[src/rtl/rx_ack_gen_engine_if.sv]
// Segment-descriptor, flow-init and ACK-request signals between the RX pipeline and the ACK generator.
interface rx_ack_gen_engine_if #(
    parameter int ACK_NUM_W     = 32,
    parameter int PAYLOAD_LEN_W = 16
);
    logic                     flow_init_val;
    logic [ACK_NUM_W-1:0]     flow_init_rcv_nxt;
    logic                     seg_val;
    logic                     seg_rdy;
    logic [ACK_NUM_W-1:0]     seg_seq_num;
    logic [PAYLOAD_LEN_W-1:0] seg_payload_len;
    logic [PAYLOAD_LEN_W:0]   rx_buf_free;
    logic                     seg_accept;
    logic                     ack_req_val;
    logic                     ack_req_rdy;
    logic [ACK_NUM_W-1:0]     ack_req_num;
    logic                     ack_req_dup;
    logic [ACK_NUM_W-1:0]     rcv_nxt;

    modport slave (
        input  flow_init_val, flow_init_rcv_nxt,
        input  seg_val, seg_seq_num, seg_payload_len, rx_buf_free,
        input  ack_req_rdy,
        output seg_rdy, seg_accept,
        output ack_req_val, ack_req_num, ack_req_dup, rcv_nxt
    );

    modport master (
        output flow_init_val, flow_init_rcv_nxt,
        output seg_val, seg_seq_num, seg_payload_len, rx_buf_free,
        output ack_req_rdy,
        input  seg_rdy, seg_accept,
        input  ack_req_val, ack_req_num, ack_req_dup, rcv_nxt
    );
endinterface

[src/rtl/rx_ack_gen_engine.sv]
// RX ACK generator: tracks rcv_nxt, raises delayed / every-N / duplicate ACK requests one cycle after the trigger.
// Segment side never stalls; an ACK request is held stable until ack_req_rdy.
module rx_ack_gen_engine #(
    parameter int ACK_NUM_W     = 32,
    parameter int PAYLOAD_LEN_W = 16,
    parameter int ACK_EVERY_N   = 2,
    parameter int DELAY_CYCLES  = 1024
) (
    input  logic               clk,
    input  logic               rst,
    rx_ack_gen_engine_if.slave bus
);
    localparam int CNT_W = $clog2(ACK_EVERY_N + 1);
    localparam int TMR_W = $clog2(DELAY_CYCLES + 1);
    localparam logic [CNT_W:0]   CNT_LIMIT = (CNT_W + 1)'(ACK_EVERY_N);
    localparam logic [TMR_W-1:0] TMR_LOAD  = TMR_W'(DELAY_CYCLES);

    typedef enum logic [1:0] {
        IDLE  = 2'd0,
        DELAY = 2'd1,
        SEND  = 2'd2
    } state_t;

    state_t               state;
    logic [ACK_NUM_W-1:0] rcv_q;
    logic [ACK_NUM_W-1:0] num_q;
    logic [ACK_NUM_W-1:0] rcv_upd;
    logic [CNT_W-1:0]     pend_cnt;
    logic [CNT_W-1:0]     pend_sat;
    logic [CNT_W:0]       pend_sum;
    logic [TMR_W-1:0]     timer;
    logic                 imm_flag;
    logic                 val_q;
    logic                 dup_q;
    logic                 accept_q;
    logic                 seg_has_data;
    logic                 in_order;
    logic                 imm;
    logic                 count_hit;
    logic                 handshake;
    logic                 fire;

    // flow_init_val masks the segment so a reload cycle never accepts or triggers.
    assign seg_has_data = bus.seg_val & ~bus.flow_init_val & (bus.seg_payload_len != '0);
    assign in_order     = seg_has_data & (bus.seg_seq_num == rcv_q)
                        & ({1'b0, bus.seg_payload_len} <= bus.rx_buf_free);
    assign imm          = seg_has_data & ~in_order;
    assign rcv_upd      = in_order ? rcv_q + ACK_NUM_W'(bus.seg_payload_len) : rcv_q;

    assign pend_sum  = {1'b0, pend_cnt} + {{CNT_W{1'b0}}, in_order};
    assign count_hit = (pend_sum >= CNT_LIMIT);
    assign pend_sat  = count_hit ? CNT_LIMIT[CNT_W-1:0] : pend_sum[CNT_W-1:0];
    assign handshake = val_q & bus.ack_req_rdy;

    always_comb begin
        fire = 1'b0;
        case (state)
            IDLE:    fire = imm | count_hit;
            DELAY:   fire = imm | count_hit | (timer == TMR_W'(1));
            SEND:    fire = handshake & (imm_flag | imm);
            default: fire = 1'b0;
        endcase
    end

    always_ff @(posedge clk or posedge rst) begin
        if (rst) begin
            state    <= IDLE;
            rcv_q    <= '0;
            num_q    <= '0;
            val_q    <= 1'b0;
            dup_q    <= 1'b0;
            accept_q <= 1'b0;
            pend_cnt <= '0;
            timer    <= '0;
            imm_flag <= 1'b0;
        end else begin
            accept_q <= in_order;
            if (bus.flow_init_val) begin
                rcv_q    <= bus.flow_init_rcv_nxt;
                state    <= IDLE;
                val_q    <= 1'b0;
                pend_cnt <= '0;
                timer    <= '0;
                imm_flag <= 1'b0;
            end else begin
                rcv_q <= rcv_upd;
                if (fire) begin
                    // Captured number includes this cycle's in-order advance.
                    state    <= SEND;
                    val_q    <= 1'b1;
                    num_q    <= rcv_upd;
                    dup_q    <= imm | (state == SEND);
                    pend_cnt <= '0;
                    imm_flag <= 1'b0;
                end else begin
                    case (state)
                        IDLE: begin
                            if (in_order) begin
                                state    <= DELAY;
                                timer    <= TMR_LOAD;
                                pend_cnt <= pend_sat;
                            end
                        end
                        DELAY: begin
                            timer    <= timer - TMR_W'(1);
                            pend_cnt <= pend_sat;
                        end
                        SEND: begin
                            if (handshake) begin
                                val_q <= 1'b0;
                                if (pend_sum != '0) begin
                                    state    <= DELAY;
                                    timer    <= TMR_LOAD;
                                    pend_cnt <= pend_sat;
                                end else begin
                                    state    <= IDLE;
                                    pend_cnt <= '0;
                                end
                            end else begin
                                pend_cnt <= pend_sat;
                                imm_flag <= imm_flag | imm;
                            end
                        end
                        default: state <= IDLE;
                    endcase
                end
            end
        end
    end

    assign bus.seg_rdy     = ~rst;
    assign bus.seg_accept  = accept_q;
    assign bus.ack_req_val = val_q;
    assign bus.ack_req_num = num_q;
    assign bus.ack_req_dup = dup_q;
    assign bus.rcv_nxt     = rcv_q;
endmodule

[src/flat_wrapper.sv]
// flat-port wrapper written by rule: the top's interface ports become plain ports
module rx_ack_gen_engine_flat 
#(
    parameter int ACK_NUM_W     = 32,
    parameter int PAYLOAD_LEN_W = 16,
    parameter int ACK_EVERY_N   = 2,
    parameter int DELAY_CYCLES  = 1024
)
  (clk, rst, bus_flow_init_val, bus_flow_init_rcv_nxt, bus_seg_val, bus_seg_seq_num, bus_seg_payload_len, bus_rx_buf_free, bus_ack_req_rdy, bus_seg_rdy, bus_seg_accept, bus_ack_req_val, bus_ack_req_num, bus_ack_req_dup, bus_rcv_nxt);
  rx_ack_gen_engine_if #(.ACK_NUM_W(ACK_NUM_W), .PAYLOAD_LEN_W(PAYLOAD_LEN_W)) bus_i ();
  input  logic clk;
  input  logic rst;
  input wire logic [$bits(bus_i.flow_init_val)-1:0] bus_flow_init_val;
  input wire logic [$bits(bus_i.flow_init_rcv_nxt)-1:0] bus_flow_init_rcv_nxt;
  input wire logic [$bits(bus_i.seg_val)-1:0] bus_seg_val;
  input wire logic [$bits(bus_i.seg_seq_num)-1:0] bus_seg_seq_num;
  input wire logic [$bits(bus_i.seg_payload_len)-1:0] bus_seg_payload_len;
  input wire logic [$bits(bus_i.rx_buf_free)-1:0] bus_rx_buf_free;
  input wire logic [$bits(bus_i.ack_req_rdy)-1:0] bus_ack_req_rdy;
  output wire logic [$bits(bus_i.seg_rdy)-1:0] bus_seg_rdy;
  output wire logic [$bits(bus_i.seg_accept)-1:0] bus_seg_accept;
  output wire logic [$bits(bus_i.ack_req_val)-1:0] bus_ack_req_val;
  output wire logic [$bits(bus_i.ack_req_num)-1:0] bus_ack_req_num;
  output wire logic [$bits(bus_i.ack_req_dup)-1:0] bus_ack_req_dup;
  output wire logic [$bits(bus_i.rcv_nxt)-1:0] bus_rcv_nxt;
  assign bus_i.flow_init_val = bus_flow_init_val;
  assign bus_i.flow_init_rcv_nxt = bus_flow_init_rcv_nxt;
  assign bus_i.seg_val = bus_seg_val;
  assign bus_i.seg_seq_num = bus_seg_seq_num;
  assign bus_i.seg_payload_len = bus_seg_payload_len;
  assign bus_i.rx_buf_free = bus_rx_buf_free;
  assign bus_i.ack_req_rdy = bus_ack_req_rdy;
  assign bus_seg_rdy = bus_i.seg_rdy;
  assign bus_seg_accept = bus_i.seg_accept;
  assign bus_ack_req_val = bus_i.ack_req_val;
  assign bus_ack_req_num = bus_i.ack_req_num;
  assign bus_ack_req_dup = bus_i.ack_req_dup;
  assign bus_rcv_nxt = bus_i.rcv_nxt;
  rx_ack_gen_engine #(.ACK_NUM_W(ACK_NUM_W), .PAYLOAD_LEN_W(PAYLOAD_LEN_W), .ACK_EVERY_N(ACK_EVERY_N), .DELAY_CYCLES(DELAY_CYCLES)) u_core (.clk(clk), .rst(rst), .bus(bus_i));
endmodule
[config.mk]
export PLATFORM = sky130hd
export DESIGN_NAME = rx_ack_gen_engine_flat
export DESIGN_NICKNAME = d
export VERILOG_FILES = /design/src/rtl/rx_ack_gen_engine_if.sv /design/src/rtl/rx_ack_gen_engine.sv /design/src/flat_wrapper.sv
export SDC_FILE = /design/constraint.sdc
export NUM_CORES = 1
export LEC_CHECK = 0
export CAP_MARGIN = 20
export CORE_ASPECT_RATIO = 1.25
export CORE_MARGIN = 3
export CORE_UTILIZATION = 44
export DETAILED_ROUTE_END_ITERATION = 16
export PLACE_DENSITY = 0.78
export SLEW_MARGIN = 40
export SYNTH_ARGS = -nofsm -noshare
export SYNTH_HDL_FRONTEND = slang
export SYNTH_SLANG_ARGS = --single-unit
[constraint.sdc]
create_clock -name clk -period 4.1 [get_ports clk]
set_input_delay 1.025 -clock clk [delete_from_list [all_inputs] [get_ports clk]]
set_output_delay 1.025 -clock clk [all_outputs]
set_load 0.02 [all_outputs]
# After elaboration in Yosys (flattened, before gate mapping)
# Index checks and enable logic that the tools add are counted.
# totals
reg_bits,83
in_bits,102
out_inout_bits,68
elab_cells,83
# op_classes
addsub,3
n_lt_le_gt_ge,2
eq_ne,12
muxes,30
bitwise_logic,14
n_reduce_logical,13
# ops
operator,count
$mux W32,2
$mux W11,5
$pmux W11 S3,1
$add A32 B16 Y32,1
$eq A32 B32 Y1,1
$mux W2,10
$le A16 B17 Y1,1
$reduce_bool A16 Y1,1
$pmux W2 S3,2
$eq A11 B1 Y1 const B,1
$sub A11 B1 Y11 const B,1
$mux W1,9
$ne A3 B2 Y1 const B,3
$reduce_bool A3 Y1,3
$ne A4 B2 Y1 const B,2
$reduce_and A2 Y1,4
$and A1 B1 Y1,7
$ne A3 B3 Y1 const B,2
$reduce_and A5 Y1,1
$reduce_bool A5 Y1,1
$or A1 B1 Y1,4
$reduce_bool A4 Y1,1
$add A2 B1 Y3,1
$ge A3 B2 Y1 const B,1
7 further kinds,9

# Longest topological paths before layout
# Gate-level depths: netlist of run 1.
# logic_depth
depth_word,13
ltp_mapped,21
depth_no_buf,19

# Least setup slack after synthesis of run 1
# OpenSTA, ideal clock, no wires.
# synth_timing
kind,input -> register
from,input bus_rx_buf_free[7]
to,register u_core.timer[5]
setup_time_ns,0.129
arrival_time_ns,4.818
t_required_ns,3.971
setup_slack_ns,-0.846
stages,20
path_buffers,2
path_cell_list,inv_1 -> ha_1 -> a21oi_1 -> a21boi_1 -> o31a_1 -> a21oi_1 -> nand2_2 -> clkinv_4 -> buf_2 -> ha_1 -> inv_1 -> ha_1 -> or3b_2 -> a21oi_1 -> a221o_2 -> o31a_4 -> a221o_2 -> buf_6 -> o211ai_2 -> o21ai_0
# synth_via
elab_chain_cells,9
elab_cells_between_ends,16
classes_between,add/sub: 1; order compare: 2; eq/ne: 3; mux: 1; bitwise: 7; reduce/logical: 2
# synth_lines
element,line,text
start: declaration,flat_wrapper.sv:18,input wire logic [$bits(bus_i.rx_buf_free)-1:0] bus_rx_buf_free;
$le A16 B17 Y1 (*),rx_ack_gen_engine.sv:46,"& ({1'b0, bus.seg_payload_len} <= bus.rx_buf_free);"
$and A1 B1 Y1 (*),rx_ack_gen_engine.sv:46,
via u_core.in_order,rx_ack_gen_engine.sv:37,logic in_order;
$add A2 B1 Y3 or $not A1 Y1 (tied branches),"rx_ack_gen_engine.sv:50, rx_ack_gen_engine.sv:47",
$ge A3 B2 Y1 or $and A1 B1 Y1 (tied branches),"rx_ack_gen_engine.sv:51, rx_ack_gen_engine.sv:47",
"$or A1 B1 Y1, on equally long branches","rx_ack_gen_engine.sv:58, rx_ack_gen_engine.sv:59, rx_ack_gen_engine.sv:60",
$or A1 B1 Y1 or $and A1 B1 Y1 (tied branches),"rx_ack_gen_engine.sv:59, rx_ack_gen_engine.sv:60",
$pmux W1 S3,rx_ack_gen_engine.sv:57,case (state)
$ne A2 B2 Y1 (no line),-,
$reduce_and A5 Y1 (no line) (*),-,
end signal: assignment,rx_ack_gen_engine.sv:105,timer <= timer - TMR_W'(1);
end: declaration,rx_ack_gen_engine.sv:31,logic [TMR_W-1:0] timer;
# Mark *: on every way through the listed nets, which the timed path passes. The rest lies on a longest branch.
# A chain may end at the register's enable or synchronous reset.

# Worst setup path after layout of run 1
# layout_timing
from,input bus_seg_seq_num[9]
to,register u_core.num_q[12] (netlist: u_core.bus.ack_req_num[12])
# layout_via
elab_chain_cells,9
elab_cells_between_ends,14
classes_between,add/sub: 1; order compare: 1; eq/ne: 1; mux: 2; bitwise: 8; reduce/logical: 1
# layout_lines
element,line,text
start: declaration,flat_wrapper.sv:16,input wire logic [$bits(bus_i.seg_seq_num)-1:0] bus_seg_seq_num;
$eq A32 B32 Y1 (*),rx_ack_gen_engine.sv:45,assign in_order = seg_has_data & (bus.seg_seq_num == rcv_q)
$and A1 B1 Y1 (*),rx_ack_gen_engine.sv:45,
$and A1 B1 Y1 (*),rx_ack_gen_engine.sv:46,
$add A2 B1 Y3 or $not A1 Y1 (tied branches),"rx_ack_gen_engine.sv:50, rx_ack_gen_engine.sv:47",
$ge A3 B2 Y1 or $and A1 B1 Y1 (tied branches),"rx_ack_gen_engine.sv:51, rx_ack_gen_engine.sv:47",
"$or A1 B1 Y1, on equally long branches","rx_ack_gen_engine.sv:58, rx_ack_gen_engine.sv:59, rx_ack_gen_engine.sv:60",
$or A1 B1 Y1 or $and A1 B1 Y1 (tied branches),"rx_ack_gen_engine.sv:59, rx_ack_gen_engine.sv:60",
$pmux W1 S3,rx_ack_gen_engine.sv:57,
$reduce_and A2 Y1 (no line),-,
end signal: assignment,rx_ack_gen_engine.sv:91,num_q <= rcv_upd;
end: declaration,rx_ack_gen_engine.sv:26,logic [ACK_NUM_W-1:0] num_q;
# Mark *: on every way between the ends. The rest lies on a longest branch, timed or not.

==> results.ini, run 1 <==
[setup_path]
cpPeakStageDelay_ns = 0.37
setup.worst_path.end = u_core.bus.ack_req_num[12]$_DFFE_PP0P_
reg2reg_to = u_core.bus.ack_req_num[12]$_DFFE_PP0P_
required_ns = 4.33
worst_r2r_path_depth = 19
end_kind = register
cp_num_cells = 20
crit_family = simple AND/OR/NAND/NOR gates
crit_type = input pin to register
cp_cell_sequence = dlygate4sd2_1 > xnor2_2 > nand4_1 > nor4_4 > and3_4 > nand2_4 > clkinv_4 > ha_4 > inv_2 > ha_4 > or3b_4 > a21oi_2 > a221o_2 > buf_6 > a2bb2oi_4 > o31ai_4 > nor2_4 > buf_6 > buf_12 > mux2_4
path_max_fanout = 8
crit_buf_inv = 6
reg2reg_from = u_core.bus.rcv_nxt[24]$_DFF_PP0_
cp-startpoint = bus_seg_seq_num[9]
reg2reg_slack_ns = 0.05
startpoint_type = input pin
crit_slowest_cell = or3b_4
cp_data_arrival_time_ns = 4.60

[cells_and_area]
final-seq-area_um2 = 2080
nets = 991
fin_cells = 1021
layout-drive-gt1-share_pct = 34.9
multi_input_area_um2 = 4070
area_growth_pct = 59.5
fillers = 867
design_area_um2 = 9090

[synthesis]
ys_seq_area_share_pct = 36.4
ys_warn_count = 0
ys.flop_type = dfrtp_1
ys_ff_latch = 83
synth_area_per_cell_um2 = 9.39
syn_area_um2 = 5700
yosysUniqueCellTypes = 76
syn_inst = 607
async_flop_share_pct = 100
synth-edff-count = 0
syn_nets = 747

[placed_design]
portBuffers = 169
gp_congestion = 0.918
post_dp_cell_area_um2 = 8270
dp_hpwl_um = 15400
dp.cells = 983
post-place-ws_ns = -1.09

[clock_network]
cts-htree-levels = 3
cts_buffers = 9
path_clk_slew_ns = 0.07
cts.sinks = 83
cts_tree = built
cts_buffer_depth = 2
clock_tree.root_cell = clkbuf_16
cts_hold_buf = 0
clk_latency_ns = 0.35

[timing]
maxSlewViolCount = 0
fin_crit_ns = 4.38
setup_viol = 49
max_freq_ghz = 0.228
fin_ws_ns = -0.277
relSlewSlack_pct = 49.3
holdWs_ns = 0.505
rsz0062_at_grt = true
finalCritPeriodShare_pct = 107
hold_violations = 0
worst_slew_pin_slew_ns = 0.760
skew_ns = 0.0110

[die]
num_io_pins = 170
core_area_um2 = 12400
rows = 45
die_h_um = 133
start_util_pct = 46.0
dieWidth_um = 108
die_area_um2 = 14400

[power]
vdd_ir_drop_max_v = 0.000243
p_per_area_nw_per_um2 = 336
p_leak_nw = 3.86

[detailed_routing]
dr.pass1.iters = 7
wl_um = 21000
drt_iter0_drc = 338
detail-route-antenna-nets = 0
dr.max_layer_used = met4
wl_per_cell_um = 20.5
drc = 0
routed-wl-met3_um = 1250
wl_met1_um = 7880
via_per_inst = 5.73
dr_total_vias = 5849
dr_wl_met2_um = 10700

[job]
cap_violations = 0

[grt]
grt_max_degree = 84
gr-total-overflow = 0
grt_pass1_vias = 6287
antenna_found_initial = 1
grt_pass1_wl_um = 32700
grt.total_usage_pct = 29.1

[status]
failed_checks = negative setup slack
status = complete, but fails checks

[worst_hold_path]
hold_class = register to register

## worst min-delay path, delay by kind of cell (launching register included)
kind / cells / cell delay [ns]
DFF: 1 / 0.36
AOI/OAI and AO/OA: 1 / 0.06
and+or+nand+nor: 1 / 0.05
## routing by layer
metal	global-route usage, %	up-vias
li1	-	2693
met1	33.3	2839
met2	51.2	252
met3	4.51	65
met4	15.9	0
met5	0	-
## timing repair
item	CTS	global route
pin swaps	97	24
hold endpoints to repair	0	0
setup buffers	18	2
cloned	3	0
setup endpoints to repair	50	50
resized for setup	237	44
## Yosys cell counts (7+ instances only)
library cell  instances  area, um^2
xnor2_1              44         385
o21ai_0              17        85.1
nand2_1              55         206
nor2_1               61         229
nand3_1              19        95.1
dfrtp_1              83        2080
nand4_1              17         106
mux2_1                7        78.8
o21ai_1              14        70.1
a31oi_1              12        75.1
ha_1                 37         463
xor2_1               10        87.6
inv_1                30         113
a21oi_1              45         225
mux2_2               20         225
clkbuf_1             15        56.3
mux2i_1               8        80.1
## state kept, by name, indices dropped and copies added (netlist names)
register and count:
u_core.bus.ack_req_dup 1, u_core.bus.seg_accept 1, u_core.bus.ack_req_val 1, u_core.state 2
u_core.pend_cnt 2, u_core.bus.ack_req_num 32, u_core.imm_flag 1, u_core.bus.rcv_nxt 32
u_core.timer 11
## layout by cell type (no fill, tap or decap), types with 10 or more instances in the layout
cell / synthesis / routed
a21oi_1: 45 / 36
a31oi_1: 12 / 12
buf_2: 2 / 24
buf_4: 1 / 66
buf_6: 3 / 13
clkdlybuf4s50_1: 0 / 104
dfrtp_1: 83 / 83
dlygate4sd2_1: 0 / 22
ha_1: 37 / 18
ha_4: 0 / 18
inv_1: 30 / 14
inv_2: 1 / 14
mux2_2: 20 / 16
mux2_4: 0 / 11
nand2_1: 55 / 39
nand2_2: 3 / 15
nand3_1: 19 / 17
nand4_1: 17 / 17
nor2_1: 61 / 56
o21ai_0: 17 / 14
o21ai_1: 14 / 14
xnor2_1: 44 / 29
xnor2_2: 1 / 16
xor2_1: 10 / 10
## report_power, final
part	switching, mW	internal, mW
sequential	0.120	0.927
combinational	0.559	0.589
clock	0.363	0.494
total	1.04	2.01
## cell type report
cell class / count / area share (%)
inverter: 32 / 1.44
clock buffer: 10 / 2.63
multi-input combinational: 472 / 44.8
sequential: 83 / 22.8
antenna: 1 / 0.0275
tap: 164 / 2.26
clock inverter: 6 / 0.798
timing repair buffer: 253 / 25.2
## worst min-delay path by stage
stage                                           startpoint                                     end  slack, ns  cells after the start
floorplan                      u_core.timer[7]$_DFFE_PP0P_             u_core.timer[7]$_DFFE_PP0P_       0.48                      1
global placement     u_core.bus.ack_req_num[1]$_DFFE_PP0P_   u_core.bus.ack_req_num[1]$_DFFE_PP0P_       0.47                      2
detailed placement  u_core.bus.ack_req_num[23]$_DFFE_PP0P_  u_core.bus.ack_req_num[23]$_DFFE_PP0P_       0.48                      2
CTS                  u_core.bus.ack_req_num[6]$_DFFE_PP0P_   u_core.bus.ack_req_num[6]$_DFFE_PP0P_       0.50                      2
global route         u_core.bus.ack_req_num[6]$_DFFE_PP0P_   u_core.bus.ack_req_num[6]$_DFFE_PP0P_       0.54                      2
finish               u_core.bus.ack_req_num[8]$_DFFE_PP0P_   u_core.bus.ack_req_num[8]$_DFFE_PP0P_       0.51                      2
## logic make-up after synthesis
family,count (synthesis),share of synthesized area (%)
buf+inv,53,4.08
mux,35,6.74
xor+xnor,55,8.58
simple gates,199,17.7
flops,83,36.4
fa+ha+maj,38,8.47
compound gates,144,18.0
## stage by stage
stage	power [mW]	setup TNS [ns]	utilization [%]
detailed placement	2.12	-47.46	66.8
floorplan	1.58	-12.64	-
global route	3.18	-15.34	73.4
CTS	3.02	-7.42	72.7
global placement	2.09	-41.18	66.8
finish	3.05	-9.51	73.4
Power figures use the tool's default switching activity.
==> run 2, diff against run 1 <==
SKIP_CTS_REPAIR_TIMING = 1   (was unset)
==> results.ini, run 2 (synthesized netlist as in run 1, its figures left out) <==
[placed_design]
post_dp_cell_area_um2 = 8270
portBuffers = 169
dp.cells = 983
dp_hpwl_um = 15400
gp_congestion = 0.918
post-place-ws_ns = -1.09

[clock_network]
cts-htree-levels = 3
cts_tree = built
clock_tree.root_cell = clkbuf_16
cts.sinks = 83
path_clk_slew_ns = 0.07
cts_buffers = 9
clk_latency_ns = 0.35
cts_buffer_depth = 2

[grt]
grt_pass1_vias = 5890
antenna_found_initial = 2
gr-total-overflow = 0
grt.total_usage_pct = 27.3
grt_pass1_wl_um = 30600
grt_max_degree = 84

[cells_and_area]
final_util_pct = 72.9
nets = 976
fillers = 874
final_common_cell = clkdlybuf4s50_1
area_growth_pct = 58.4
design_area_um2 = 9030
layout-drive-gt1-share_pct = 30.7
fin_cells = 1007
final_cell_mix = clkdlybuf4s50_1, dfrtp_1, buf_4

[setup_path]
reg2reg_slack_ns = 0.16
startpoint_type = input pin
required_ns = 4.33
crit_family = compound AO/OA/AOI/OAI gates
cpPeakStageDelay_ns = 0.50
crit_slowest_cell = clkdlybuf4s50_1
cp_cell_sequence = clkdlybuf4s50_1 > xnor2_2 > nand4_1 > nor4_4 > and3_4 > nand2_4 > clkinv_4 > ha_4 > inv_4 > ha_4 > or3b_4 > a21oi_2 > a221o_2 > nor4bb_4 > a21oi_2 > a221o_2 > o211ai_2 > o41ai_2
end_kind = register
path_max_fanout = 6
cp_data_arrival_time_ns = 4.52
crit_buf_inv = 3
crit_type = input pin to register

[die]
die_h_um = 133
num_io_pins = 170
rows = 45
core_area_um2 = 12400
start_util_pct = 46.0
dieWidth_um = 108
die_area_um2 = 14400

[power]
p_leak_nw = 4.10
p_total_mw = 3.02
vdd_ir_drop_max_v = 0.000264
p_per_area_nw_per_um2 = 334

[detailed_routing]
via_per_inst = 5.74
detail-route-antenna-nets = 0
dr.pass1.iters = 5
drt_iter0_drc = 403
dr_total_vias = 5777
drc = 0
wl_per_cell_um = 20.3
wl_um = 20500

[timing]
fin_ws_ns = -0.193
worst_slew_pin_slew_ns = 0.749
fin_crit_ns = 4.29
hold_violations = 0
finalCritPeriodShare_pct = 105
rsz0062_at_grt = true
maxSlewViolCount = 0
setup_tns_ns = -6.26
relSlewSlack_pct = 50.1
skew_ns = 0.0102
holdWs_ns = 0.496
setup_viol = 45
max_freq_ghz = 0.233

[status]
failed_checks = negative setup slack
status = complete, but fails checks

[worst_hold_path]
hold_class = register to register

[job]
cap_violations = 0

-- run 2: changes by cell type in the layout (fill, tap and decap cells not counted), moves of 5 or more --
cell             previous run  this run
clkdlybuf4s15_1             5         0
dlygate4sd2_1              22         0
nor2_1                     56        61
dlymetal6s2s_1              0        43
buf_2                      24         0
clkbuf_2                    6        17
buf_6                      13         4
-- run 2: worst register-to-register path, stage by stage (launching register included) --
cell      delay (ns)
dfrtp_1         0.50
xnor2_2         0.25
nand4_1         0.17
nor4_4          0.35
and3_4          0.25
nand2_4         0.06
clkinv_4        0.06
ha_4            0.14
inv_4           0.03
ha_4            0.20
or3b_4          0.23
a21oi_2         0.05
a221o_2         0.41
nor4bb_4        0.31
a21oi_2         0.12
a221o_2         0.41
o211ai_2        0.21
o41ai_2         0.09
-- run 2: power by group --
| group | internal, mW | switching (mW) |
|---|---|---|
| clock network | 0.494 | 0.361 |
| registers | 0.927 | 0.114 |
| logic | 0.573 | 0.548 |
-- run 2: area by class of cell --
cell class                 count  area (um^2)  area share [%]
timing repair buffer         238         2290            25.4
antenna                        2         5.00          0.0554
multi-input combinational    472         4000            44.3
inverter                      32          134            1.48
clock inverter                 6         72.6           0.804
sequential                    83         2080            23.0
tap                          164          205            2.27
clock buffer                  10          239            2.65
-- run 2: worst paths after layout --
kind                                                          from                                     end  cells past startpoint
min in group asynchronous                                      rst  u_core.bus.ack_req_num[19]$_DFFE_PP0P_                      3
worst min register to register  u_core.bus.ack_req_dup$_DFFE_PP0P_      u_core.bus.ack_req_dup$_DFFE_PP0P_                      2
max in group asynchronous                                      rst      u_core.bus.ack_req_dup$_DFFE_PP0P_                      3
worst max-delay path                           bus_seg_seq_num[22]             u_core.timer[9]$_DFFE_PP0P_                     18
worst max register to register    u_core.bus.rcv_nxt[24]$_DFF_PP0_             u_core.timer[9]$_DFFE_PP0P_                     17
worst min-delay path            u_core.bus.ack_req_dup$_DFFE_PP0P_      u_core.bus.ack_req_dup$_DFFE_PP0P_                      2
-- run 2: routing by layer --
layer | track usage [%] | wire (um)
met1 | 32.5 | 7650
met2 | 46.0 | 10500
met3 | 4.60 | 1340
met4 | 15.6 | 1020
met5 | 0 | 0
